<file path="src/rtl/hi_lo_mult_div.sv">
// Iterative MIPS multiply/divide unit that owns the HI/LO registers.
// Shift-add multiply and restoring divide run on operand magnitudes; one final cycle fixes the signs.
module hi_lo_mult_div #(
    parameter int WIDTH = 32
) (
    input  logic             clk,
    input  logic             reset_n,
    input  logic             start,
    input  logic [1:0]       op,
    input  logic [WIDTH-1:0] rs_data,
    input  logic [WIDTH-1:0] rt_data,
    input  logic             mthi,
    input  logic             mtlo,
    input  logic [WIDTH-1:0] wdata,
    output logic [WIDTH-1:0] hi,
    output logic [WIDTH-1:0] lo,
    output logic             busy,
    output logic             done
);
    localparam int CW = (WIDTH > 1) ? $clog2(WIDTH) : 1;

    typedef enum logic [1:0] {IDLE, CALC, FIX} state_t;

    state_t             state_q, state_d;
    logic [CW-1:0]      count_q, count_d;
    logic [2*WIDTH-1:0] work_q, work_d;
    logic [WIDTH-1:0]   operand_q, operand_d;
    logic               isDiv_q, isDiv_d;
    logic               negLo_q, negLo_d;
    logic               negHi_q, negHi_d;
    logic [WIDTH-1:0]   hi_q, hi_d;
    logic [WIDTH-1:0]   lo_q, lo_d;
    logic               done_q, done_d;

    logic               rsNeg, rtNeg;
    logic [WIDTH-1:0]   rsMag, rtMag;
    logic [WIDTH:0]     mulSum, divCand, divDiff;
    logic [2*WIDTH-1:0] mulNext, divNext, prodFixed;

    // Magnitudes of 0x8000_0000 wrap to themselves, which is exactly unsigned 2^(WIDTH-1).
    assign rsNeg = op[0] & rs_data[WIDTH-1];
    assign rtNeg = op[0] & rt_data[WIDTH-1];
    assign rsMag = rsNeg ? -rs_data : rs_data;
    assign rtMag = rtNeg ? -rt_data : rt_data;

    // Multiply: upper half accumulates, multiplier bits are consumed from the bottom of work_q.
    assign mulSum  = {1'b0, work_q[2*WIDTH-1:WIDTH]} + (work_q[0] ? {1'b0, operand_q} : '0);
    assign mulNext = {mulSum, work_q[WIDTH-1:1]};

    // Divide: upper half is the partial remainder, quotient bits shift in from the bottom.
    assign divCand = work_q[2*WIDTH-1:WIDTH-1];
    assign divDiff = divCand - {1'b0, operand_q};
    assign divNext = divDiff[WIDTH] ? {divCand[WIDTH-1:0], work_q[WIDTH-2:0], 1'b0}
                                    : {divDiff[WIDTH-1:0], work_q[WIDTH-2:0], 1'b1};

    assign prodFixed = negLo_q ? -work_q : work_q;

    always_ff @(posedge clk or negedge reset_n) begin
        if (!reset_n) begin
            state_q   <= IDLE;
            count_q   <= '0;
            work_q    <= '0;
            operand_q <= '0;
            isDiv_q   <= 1'b0;
            negLo_q   <= 1'b0;
            negHi_q   <= 1'b0;
            hi_q      <= '0;
            lo_q      <= '0;
            done_q    <= 1'b0;
        end else begin
            state_q   <= state_d;
            count_q   <= count_d;
            work_q    <= work_d;
            operand_q <= operand_d;
            isDiv_q   <= isDiv_d;
            negLo_q   <= negLo_d;
            negHi_q   <= negHi_d;
            hi_q      <= hi_d;
            lo_q      <= lo_d;
            done_q    <= done_d;
        end
    end

    always_comb begin
        state_d   = state_q;
        count_d   = count_q;
        work_d    = work_q;
        operand_d = operand_q;
        isDiv_d   = isDiv_q;
        negLo_d   = negLo_q;
        negHi_d   = negHi_q;
        hi_d      = hi_q;
        lo_d      = lo_q;
        done_d    = 1'b0;

        case (state_q)
            IDLE: begin
                if (start) begin
                    state_d = CALC;
                    count_d = '0;
                    isDiv_d = op[1];
                    if (op[1]) begin
                        work_d    = {{WIDTH{1'b0}}, rsMag};
                        operand_d = rtMag;
                        // A zero divisor leaves the all-ones quotient unsigned.
                        negLo_d   = (rsNeg ^ rtNeg) & (rt_data != '0);
                        negHi_d   = rsNeg;
                    end else begin
                        work_d    = {{WIDTH{1'b0}}, rtMag};
                        operand_d = rsMag;
                        negLo_d   = rsNeg ^ rtNeg;
                        negHi_d   = 1'b0;
                    end
                end else begin
                    if (mthi) hi_d = wdata;
                    if (mtlo) lo_d = wdata;
                end
            end
            CALC: begin
                work_d  = isDiv_q ? divNext : mulNext;
                count_d = count_q + CW'(1);
                if (count_q == CW'(WIDTH - 1)) state_d = FIX;
            end
            FIX: begin
                if (isDiv_q) begin
                    lo_d = negLo_q ? -work_q[WIDTH-1:0] : work_q[WIDTH-1:0];
                    hi_d = negHi_q ? -work_q[2*WIDTH-1:WIDTH] : work_q[2*WIDTH-1:WIDTH];
                end else begin
                    {hi_d, lo_d} = prodFixed;
                end
                done_d  = 1'b1;
                state_d = IDLE;
            end
            default: state_d = IDLE;
        endcase
    end

    assign hi   = hi_q;
    assign lo   = lo_q;
    assign busy = (state_q != IDLE);
    assign done = done_q;

endmodule

</file>
<file path="config.mk">
export PLATFORM = sky130hd
export DESIGN_NAME = hi_lo_mult_div
export DESIGN_NICKNAME = d
export VERILOG_FILES = /design/src/rtl/hi_lo_mult_div.sv
export SDC_FILE = /design/constraint.sdc
export NUM_CORES = 1
export LEC_CHECK = 0
export BUFFER_PORTS_ARGS = -buffer_cell sky130_fd_sc_hd__buf_2
export CAP_MARGIN = 20
export CORE_MARGIN = 4
export CORE_UTILIZATION = 40
export DETAILED_ROUTE_END_ITERATION = 6
export PLACE_DENSITY = 0.62
export SLEW_MARGIN = 20
export SYNTH_ARGS = -nofsm -noshare
export SYNTH_HDL_FRONTEND = slang
export SYNTH_SLANG_ARGS = --single-unit
</file>
<file path="constraint.sdc">
create_clock -name clk -period 3.3 [get_ports clk]
set_input_delay 0.33 -clock clk [delete_from_list [all_inputs] [get_ports clk]]
set_output_delay 0.33 -clock clk [all_outputs]
set_load 0.05 [all_outputs]
</file>
==> qor.yml <==
htree_levels: 4
finalWirelength_mm: 55.52
ys_seq_area_share_pct: 29.00
fp.dieH_um: 200.1
diodes: 0
fin_crit_sh_pct: 99.18
setup_tns_ps: 0
worstSetupEndpointType: "register"
grt_pass1_wl_mm: 82.10
clock_skew_ps: 12.64
peakVddDrop_uv: 462.8
io_buffers: 168
required_ps: 3620
num_vias: 15332
syn_nets: 2045
cts_buffer_depth: 2
ios: 169
hold_viol_final: 0
grt_pass1_vias: 14091
firstDrtPassIters: 6
core_um2: 36520
dieArea_um2: 40030
grt.overflow.total: 0
rsz0062_at_grt: "yes"
crit_arrival_ps: 3590
status: "completed"
timing.final.ws_setup_ps: 27.00
antenna_found_initial: 1
nets: 2330
timing.critical_path.from_type: "register"
cap_violations: 0
synthFlopType: "dfrtp_1"
layout-area-overhead-vs-synth_pct: 24.38
power_leakage_nw: 7.958
cts_buffers: 17
slew_violations: 0
synthCells: 1870
grt_max_degree: 85
setup_viol: 0
critical_path_class: "reg -> reg"
clk_latency_ps: 450
dpl.hpwl_mm: 43.84
comb_power_share_pct: 74.9
ys_warn_count: 0
power_density_nw_per_um2: 1299
max_stage_delay_ps: 390
crit_family: "compound AO/OA/AOI/OAI gates"
synth_edf_count: 0
viasPerCell: 5.819
crit_path_max_fanout: 7
clock_sinks: 171
yosys-top-cells-area: "dfrtp_1 29%, o21ai_0 7.0%, mux2i_1 6.4%"
cts_root_buf: "clkbuf_16"
ys_seq_elements: 171
relSlewSlack_pct: 40.14
synth.distinct_cells: 78
drc: 0
total_power_mw: 23.83
hold-worst-slack_ps: 188.1
yosys.area.top_type: "dfrtp_1"
n_fill_cell: 3520
r2r_slack_ps: 30
grt_usage_pct: 26.49
p_seq_share_pct: 16.8
tightest_slew_ps: 894.6
first_iter_violations: 1338
detail-route-antenna-nets: 0
wire_per_inst_um: 21.07
core.rowCount: 70
gp_congestion: 0.9587
p_sw_mw: 12.31
drive_gt1_share_pct: 22.29
ys_async_sr_fraction_pct: 100.0
sw_frac_of_total_pct: 51.65
syn_area_um2: 14760
period_minus_slack_ps: 3273
place_ws_ps: -180.4
worst_path_most_repeated_cell: "buf_12"
critPathBufInv: 5
final_util_pct: 50.25
p_clk_share_pct: 8.3
path_clk_slew_ps: 80
cpMaxStageDelayCell: "a2111oi_0"
die_w_um: 200.1
cts_tree: "done"
synth.avg_cell_area_um2: 7.891
yosys.area.top_type_share_pct: 29.00
path_cells: "inv_1, ha_1, nand4_1, nor2_1, a2111oi_0, buf_4, o31ai_4, a21oi_4, buf_12, xor2_4, buf_12, buf_8, nor2_2, a21oi_2, o21ai_2"
hold_class: "in -> reg"
fmax_mhz: 305.5
p_int_mw: 11.52
start_util_pct: 40.40
==> kinds of logic after synthesis <==
kind of cell / share of synthesized area [%]
AOI/OAI and AO/OA: 25.50
and+or+nand+nor: 18.05
adders and majority gates: 6.207
muxes: 6.673
buffers and inverters: 4.477
DFF: 29.00
xor gates and xnor gates: 10.09
==> worst paths after layout <==
path / depth (start not counted) / start / to
worst max register to register: 15 / operand_q[18] / work_q[33]
min in group asynchronous: 2 / reset_n / work_q[35]
worst max-delay path: 15 / operand_q[18] / work_q[33]
max in group asynchronous: 3 / reset_n / work_q[33]
worst min-delay path: 3 / wdata[8] / hi[8]
worst min register to register: 1 / operand_q[5] / operand_q[5]
==> power by group through the flow <==
stage | combinational [mW] | sequential (mW) | clock [mW]
final | 17.9 | 4.00 | 1.98
after global routing | 19.2 | 4.10 | 2.09
after CTS | 16.4 | 3.97 | 2.00
after detailed placement | 16.1 | 4.00 | 0
after global placement | 16.0 | 3.97 | 0
after floorplan | 9.11 | 5.32 | 0
==> state kept, by name (all words and copies together), names as in the netlist <==
| signal | flops |
|---|---|
| work_q | 64 |
| hi | 32 |
| lo | 32 |
| operand_q | 32 |
| count_q | 5 |
| state_q | 2 |
| done | 1 |
| isDiv_q | 1 |
| negHi_q | 1 |
| negLo_q | 1 |
==> worst register-to-register path, stage by stage (launching register included) <==
cell       delay (ps)
dfrtp_1           380
inv_1             210
ha_1              350
nand4_1           220
nor2_1             70
a2111oi_0         400
buf_4             210
o31ai_4            80
a21oi_4           180
buf_12            140
xor2_4            340
buf_12            190
buf_8             120
nor2_2             40
a21oi_2           130
o21ai_2            90
==> routing by layer <==
layer  up-vias  track usage [%]  routed length [um]
met5         -                0                   0
met1      7377            38.51               25440
met3        70            4.347                4011
met4         0            7.220                1368
li1       7304                -                   -
met2       581            41.02               24700
==> layout make-up <==
class	instances	area (um2)	area share, %
multi-input combinational	1526	10130	55.18
inverter	64	241.5	1.316
tap	468	585.6	3.191
clock buffer	17	425.4	2.318
clock inverter	14	135.1	0.7363
timing repair buffer	375	2557	13.94
sequential	171	4280	23.32
==> per-stage QoR <==
stage | instances | instance area (um2)
2_1_floorplan | 1870 | 14790
3_3_place_gp | 2584 | 17280
3_5_place_dp | 2584 | 17280
4_1_cts | 2619 | 17940
5_1_grt | 2635 | 18350
6_report | 2635 | 18350
==> cells in the final DEF (no fill, tap or decap), types with 10 or more instances in the layout <==
cell type / synthesis / routed
nor4_1: 13 / 12
or3_1: 19 / 17
a21o_1: 32 / 32
nand2b_1: 21 / 20
nor3_1: 30 / 30
a211oi_1: 48 / 46
o21bai_1: 10 / 10
o31ai_1: 22 / 20
a21oi_1: 154 / 147
nand2_1: 214 / 212
clkbuf_16: 0 / 19
dfrtp_1: 171 / 170
buf_4: 0 / 192
mux2i_1: 95 / 95
and3_1: 10 / 10
buf_2: 3 / 167
a31oi_1: 22 / 22
xnor2_1: 105 / 103
nor2b_1: 17 / 15
o211ai_1: 17 / 17
xor2_1: 65 / 64
nand3_1: 31 / 31
ha_1: 70 / 67
o21ai_1: 18 / 25
nor2_1: 152 / 150
o21ai_0: 207 / 195
inv_1: 64 / 60
a22oi_1: 17 / 17
==> cell usage after synthesis, drive strengths merged (17+ instances only) <==
library cell  instances
a22oi                17
a31oi                22
nand2b               21
nand3                31
nor2b                17
or3                  20
o21ai               225
mux2i                95
dfrtp               171
o31ai                25
a211oi               49
nor3                 31
inv                  64
nand2               215
buf                  29
o211ai               17
xnor2               105
ha                   70
nor2                153
a21oi               155
xor2                 65
clkbuf               80
a21o                 32
==> repair_timing <==
action | CTS | global route
hold endpoints to repair | 72 | 0
setup buffers | 3 | 13
gates cloned | 0 | 3
hold buffers | 1 | 0
gates resized for setup | 13 | 61
pin swaps | 5 | 23
endpoints found under the setup margin | 24 | 39
No activity file was read; power rests on OpenSTA's default activity.
